==> src/rtl/product_monitor_pkg.sv <==
// Shared definitions for product_monitor: FSM state encoding and the
// latency-counter width helper.
package product_monitor_pkg;

  typedef enum logic [1:0] {
    IDLE   = 2'd0,
    RUN    = 2'd1,
    REPORT = 2'd2
  } state_t;

  // Bits needed to count from 0 up to and including max_cycles.
  function automatic int cw_of(input int max_cycles);
    return $clog2(max_cycles + 1);
  endfunction

endpackage

==> src/rtl/product_monitor_latency_capture.sv <==
// One channel of the monitor: remembers whether this channel has completed
// during the current run, and at which counter value and with which product.
// The *_next values are exposed so the top can build a verdict on the same
// edge that a late completion is captured.
module latency_capture #(
  parameter int PW = 32,
  parameter int CW = 7
) (
  input  logic          clk,
  input  logic          rst,
  input  logic          clear,
  input  logic          enable,
  input  logic          done,
  input  logic [PW-1:0] product,
  input  logic [CW-1:0] counter,
  output logic          got,
  output logic          got_next,
  output logic [CW-1:0] latency_next,
  output logic [PW-1:0] capture_next
);

  logic [CW-1:0] latency;
  logic [PW-1:0] capture;

  // First done seen while enabled wins; later dones are ignored until cleared.
  always_comb begin
    got_next     = got;
    latency_next = latency;
    capture_next = capture;
    if (clear) begin
      got_next = 1'b0;
    end else if (enable && done && !got) begin
      got_next     = 1'b1;
      latency_next = counter;
      capture_next = product;
    end
  end

  // Channel state registers.
  always_ff @(posedge clk) begin
    if (rst) begin
      got     <= 1'b0;
      latency <= '0;
      capture <= '0;
    end else begin
      got     <= got_next;
      latency <= latency_next;
      capture <= capture_next;
    end
  end

endmodule

==> src/rtl/product_monitor.sv <==
// Watches two multipliers started by the same trigger and reports whether
// their products agree, whether their latencies agree, and whether the run
// timed out. Optional build macro PRODUCT_MONITOR_STICKY_EN makes the three
// verdict flags accumulate across runs until reset.
//
// Handshake: start is a level sampled only in IDLE; productDoneA/B are
// sampled only in RUN (first assertion per channel counts); checkValid is a
// one-cycle strobe marking the cycle the verdict outputs take new values.
module product_monitor
  import product_monitor_pkg::*;
#(
  parameter int  WIDTH      = 16,
  parameter int  MAX_CYCLES = 64,
  localparam int CW         = cw_of(MAX_CYCLES)
) (
  input  logic               clk,
  input  logic               rst,
  input  logic               start,
  input  logic [2*WIDTH-1:0] productA,
  input  logic [2*WIDTH-1:0] productB,
  input  logic               productDoneA,
  input  logic               productDoneB,
  output logic               busy,
  output logic               checkValid,
  output logic               mismatch,
  output logic               timingLeak,
  output logic               timeout,
  output logic [CW-1:0]      latencyA,
  output logic [CW-1:0]      latencyB,
  output state_t             dbg_state
);

  localparam logic [CW-1:0] CNT_MAX = CW'(MAX_CYCLES);

  state_t state, state_next;
  logic [CW-1:0] counter;
  logic clear, enable, report_load;
  logic got_a, got_b, got_a_next, got_b_next;
  logic [CW-1:0] lat_a_next, lat_b_next;
  logic [2*WIDTH-1:0] cap_a_next, cap_b_next;
  logic both_next, mis_new, leak_new, to_new;

  assign clear       = (state == IDLE) && start;
  assign enable      = (state == RUN);
  assign report_load = (state == RUN) && (state_next == REPORT);
  assign busy        = (state != IDLE);
  assign checkValid  = (state == REPORT);
  assign dbg_state   = state;

  latency_capture #(.PW(2*WIDTH), .CW(CW)) u_cap_a (
    .clk(clk), .rst(rst), .clear(clear), .enable(enable),
    .done(productDoneA), .product(productA), .counter(counter),
    .got(got_a), .got_next(got_a_next),
    .latency_next(lat_a_next), .capture_next(cap_a_next)
  );

  latency_capture #(.PW(2*WIDTH), .CW(CW)) u_cap_b (
    .clk(clk), .rst(rst), .clear(clear), .enable(enable),
    .done(productDoneB), .product(productB), .counter(counter),
    .got(got_b), .got_next(got_b_next),
    .latency_next(lat_b_next), .capture_next(cap_b_next)
  );

  // State register.
  always_ff @(posedge clk) begin
    if (rst) state <= IDLE;
    else     state <= state_next;
  end

  // Next-state: RUN ends the cycle after both channels are in, or at the
  // saturated counter if either is still missing.
  always_comb begin
    state_next = state;
    case (state)
      IDLE:    if (start) state_next = RUN;
      RUN:     if ((got_a && got_b) || (counter == CNT_MAX)) state_next = REPORT;
      REPORT:  state_next = IDLE;
      default: state_next = IDLE;
    endcase
  end

  // Latency counter: 1 on the accepted start, then counts up saturating.
  always_ff @(posedge clk) begin
    if (rst) begin
      counter <= '0;
    end else if (clear) begin
      counter <= CW'(1);
    end else if (enable && (counter != CNT_MAX)) begin
      counter <= counter + CW'(1);
    end
  end

  // Verdict computed from the post-edge channel view, so a completion caught
  // on the final timeout cycle still counts as a completion.
  always_comb begin
    both_next = got_a_next && got_b_next;
    mis_new   = both_next && (cap_a_next != cap_b_next);
    leak_new  = both_next ? (lat_a_next != lat_b_next) : (got_a_next ^ got_b_next);
    to_new    = !both_next;
  end

  // Verdict and latency outputs load on entry to REPORT and hold until the next one.
  always_ff @(posedge clk) begin
    if (rst) begin
      mismatch   <= 1'b0;
      timingLeak <= 1'b0;
      timeout    <= 1'b0;
      latencyA   <= '0;
      latencyB   <= '0;
    end else if (report_load) begin
`ifdef PRODUCT_MONITOR_STICKY_EN
      mismatch   <= mismatch   | mis_new;
      timingLeak <= timingLeak | leak_new;
      timeout    <= timeout    | to_new;
`else
      mismatch   <= mis_new;
      timingLeak <= leak_new;
      timeout    <= to_new;
`endif
      latencyA   <= got_a_next ? lat_a_next : '0;
      latencyB   <= got_b_next ? lat_b_next : '0;
    end
  end

endmodule

==> config.mk <==
export PLATFORM = sky130hd
export DESIGN_NAME = product_monitor
export DESIGN_NICKNAME = d
export VERILOG_FILES = /design/src/rtl/product_monitor_pkg.sv /design/src/rtl/product_monitor_latency_capture.sv /design/src/rtl/product_monitor.sv
export SDC_FILE = /design/constraint.sdc
export NUM_CORES = 1
export LEC_CHECK = 0
export ABC_CLOCK_PERIOD_IN_PS = 4900
export BUFFER_PORTS_ARGS = -buffer_cell sky130_fd_sc_hd__buf_2
export CAP_MARGIN = 20
export CORE_UTILIZATION = 27
export CTS_CLUSTER_DIAMETER = 100
export DETAILED_ROUTE_END_ITERATION = 10
export SLEW_MARGIN = 20
export SYNTH_ARGS = -nofsm -noshare
export SYNTH_HDL_FRONTEND = slang
export SYNTH_SLANG_ARGS = --single-unit
==> constraint.sdc <==
create_clock -name clk -period 4.9 [get_ports clk]
set_clock_uncertainty 0.05 [all_clocks]
set_input_delay 0.735 -clock clk [delete_from_list [all_inputs] [get_ports clk]]
set_output_delay 0.735 -clock clk [all_outputs]
set_load 0.02 [all_outputs]
==> impl_metrics.ini <==
[sta]
clock.fmax_mhz = 308.3
drv_slew = 0
final_hold_viol_count = 0
fin_setup_tns_ns = 0
tightest_slew_ns = 0.7038
rsz0062_at_grt = false
fin_ws_ns = 1.656
finalCriticalPeriod_ns = 3.244
final.period_utilization = 0.6620
slew-limit-headroom = 0.5308
setup_viol = 0
hold_ws_ns = 0.3994

[grt]
grt.total_usage = 0.1381
first_global_vias = 3681
antenna_found_initial = 5
grt_pass1_wl_microns = 18770
gr-total-overflow = 0
grt_max_degree = 49

[worst_setup_path]
crit_chain = and4bb_2 -> buf_4 -> mux2i_1 -> xnor2_1 -> nand4_1 -> nor4_1 -> nand2_1 -> a32o_1
cp.arrival_ns = 3.43
slowest_stage = and4bb_2
timing.rr.start = dbg_state[0]
crit_type = flip-flop to flip-flop
r2r_end = mismatch
critPathCaptureType = flip-flop
startpoint = dbg_state[0]
path_max_fanout = 18
r2r_slack_ns = 1.66
reg2reg_depth = 8
cp_data_required_time_ns = 5.09
endpoint = mismatch
cp-start-kind = flip-flop
max_stage_delay_ns = 0.71

[floorplanning]
rows = 46
num_io_pins = 90
fp.dieH_microns = 131.4
fp.coreArea_sq_mm = 0.01612
die_area_sq_mm = 0.01727
initial_core_util = 0.2806
die_x_microns = 131.4

[clock_tree]
holdBufCountCts = 0
clk_latency_ns = 0.35
cts.sinks = 106
cts_setup_buffers = 0
cts_tree = yes
cts.path.max_buffers = 2
clk_pin_slew_worst_paths_ns = 0.07
root_buffer = clkbuf_16
cts_buffers = 9
cts_max_level = 3
cts_resized = 0

[min_path]
worst_hold_path.num_cells = 2
hold_class = flip-flop to flip-flop
min_from = latencyB[4]

[synthesis]
synth_area_leaders = dfxtp_1 (47%), mux2i_1 (15%), nor2_1 (8.6%)
synth_seq_area_share = 0.4693
synth_top_family_by_area = multiplexers
yosys.area_share.adder = 0.008301
syn-num-nets = 550
muxShareOfSynthArea = 0.1550
synth_area_sq_mm = 0.004522
synth_edf_count = 0
synth_xor_area_frac = 0.08329
ys.flop_type = dfxtp_1
synth_seq_cells = 106
synth_top_cell_area_share = 0.4693
yosysWarnings = 0
synth_area_leader_cell = dfxtp_1
syn_inst = 478
syn_area_per_cell_sq_um = 9.460
synth.distinct_cells = 42
async_reset_ff_frac = 0
synth-simple-area-share = 0.1489
synth-compound-area-share = 0.09657

[drt]
vias = 3617
routed_wl_microns = 11360
ant_nets = 0
drt-initial-drc-count = 198
dr.pass1.iters = 4
drc = 0
vias_per_cell = 4.608
avgRoutedWirePerCell_microns = 14.47

[power]
p_comb_frac = 0.122
p_clk_frac = 0.404
ir_drop_uv = 181.2
sw_frac_of_total = 0.2394
p_seq_frac = 0.474
p_sw_mw = 0.4538
p_leak_nw = 2.138
fin_total_pwr_mw = 1.896
p_per_area_mw_per_mm2 = 345.2
internal_power_mw = 1.442

[layout]
nets = 633
layout-drive-gt1-share = 0.2032
synthToLayoutAreaGrowth_pct = 21.44
final_cell_mix = dfxtp_1 (106), nor2_1 (103), buf_2 (89)
mostFrequentLayoutCell = dfxtp_1
fin_area_sq_mm = 0.005492
fin_util = 0.3408
fin_cells = 785

[placement]
dp.final_hpwl_microns = 8442
gp_congestion = 0.8639
placed_cells = 765
placed_area_sq_mm = 0.005137
dp_slack_ns = 1.431
numPortBuffers = 89

[status]
outcome = finished, final reports clean

[run]
maxCapViolations = 0
-- logic make-up after synthesis --
logic type / after synthesis
AO/OA/AOI/OAI: 71
XOR/XNOR: 43
adder cells (fa/ha/maj): 3
buffers and inverters: 31
flip-flops: 106
multiplexers: 70
AND/OR/NAND/NOR: 154
-- registers in the layout, indices dropped and copies added (netlist names) --
| name | flops |
|---|---|
| u_cap_a.capture | 32 |
| u_cap_b.capture | 32 |
| counter | 7 |
| latencyA | 7 |
| latencyB | 7 |
| u_cap_a.latency | 7 |
| u_cap_b.latency | 7 |
| dbg_state | 2 |
| mismatch | 1 |
| timeout | 1 |
| timingLeak | 1 |
| u_cap_a.got | 1 |
| u_cap_b.got | 1 |
-- cell usage after synthesis (2+ instances only) --
cell type  instances
nand4_1           10
ha_1               3
o221ai_1           2
nand4bb_1          2
xnor2_1           41
clkbuf_1          15
o21ai_0           20
nor2_1           103
a221oi_1           5
buf_6              4
nor4_1             2
a31oi_1            2
inv_1              6
o22ai_1            5
xor2_1             2
buf_4              3
mux2i_1           70
nor2b_1            4
dfxtp_1          106
nand2_1           21
nand3_1            4
a21oi_1           22
a22o_1             4
a22oi_1            4
-- worst min path at each step --
stage                              to  slack, ns
final                     latencyB[4]       0.40
after global routing      latencyB[6]       0.43
after CTS                 latencyB[4]       0.41
after detailed placement  latencyB[4]       0.39
after global placement    latencyB[6]       0.38
after floorplan            counter[5]       0.42
-- routing by layer --
metal,part of all wire,GRT usage,wire [microns]
met1,0.44,0.1628,5003
met2,0.46,0.2278,5253
met3,0.085,0.05941,964
met4,0.0086,0.03618,98
met5,0.0037,0,42
-- cell type report --
| cell class | instances | area, sq um |
|---|---|---|
| multi-input combinational | 341 | 2225 |
| timing repair buffer | 97 | 525.5 |
| inverter | 6 | 22.52 |
| tap | 216 | 270.3 |
| fill | 1650 | 10620 |
| clock buffer | 10 | 229.0 |
| clock inverter | 6 | 90.09 |
| antenna | 3 | 7.507 |
| sequential | 106 | 2122 |
-- power by group through the flow --
stage	Combinational, mW	Sequential, mW	Clock [mW]
2_1_floorplan	0.167	0.915	0
3_3_place_gp	0.223	0.918	0
3_5_place_dp	0.230	0.918	0
4_1_cts	0.231	0.899	0.794
5_1_grt	0.255	0.901	0.825
6_report	0.231	0.899	0.766
-- critical path: cells and delay by family (launching register included) --
kind	cells	cell delay, ns
AO/OA/AOI/OAI	1	0.27
multiplexers	1	0.35
AND/OR/NAND/NOR	4	1.31
XOR/XNOR	1	0.16
flip-flops	1	0.62
buffers and inverters	1	0.37
(Power assumes the default switching activity.)
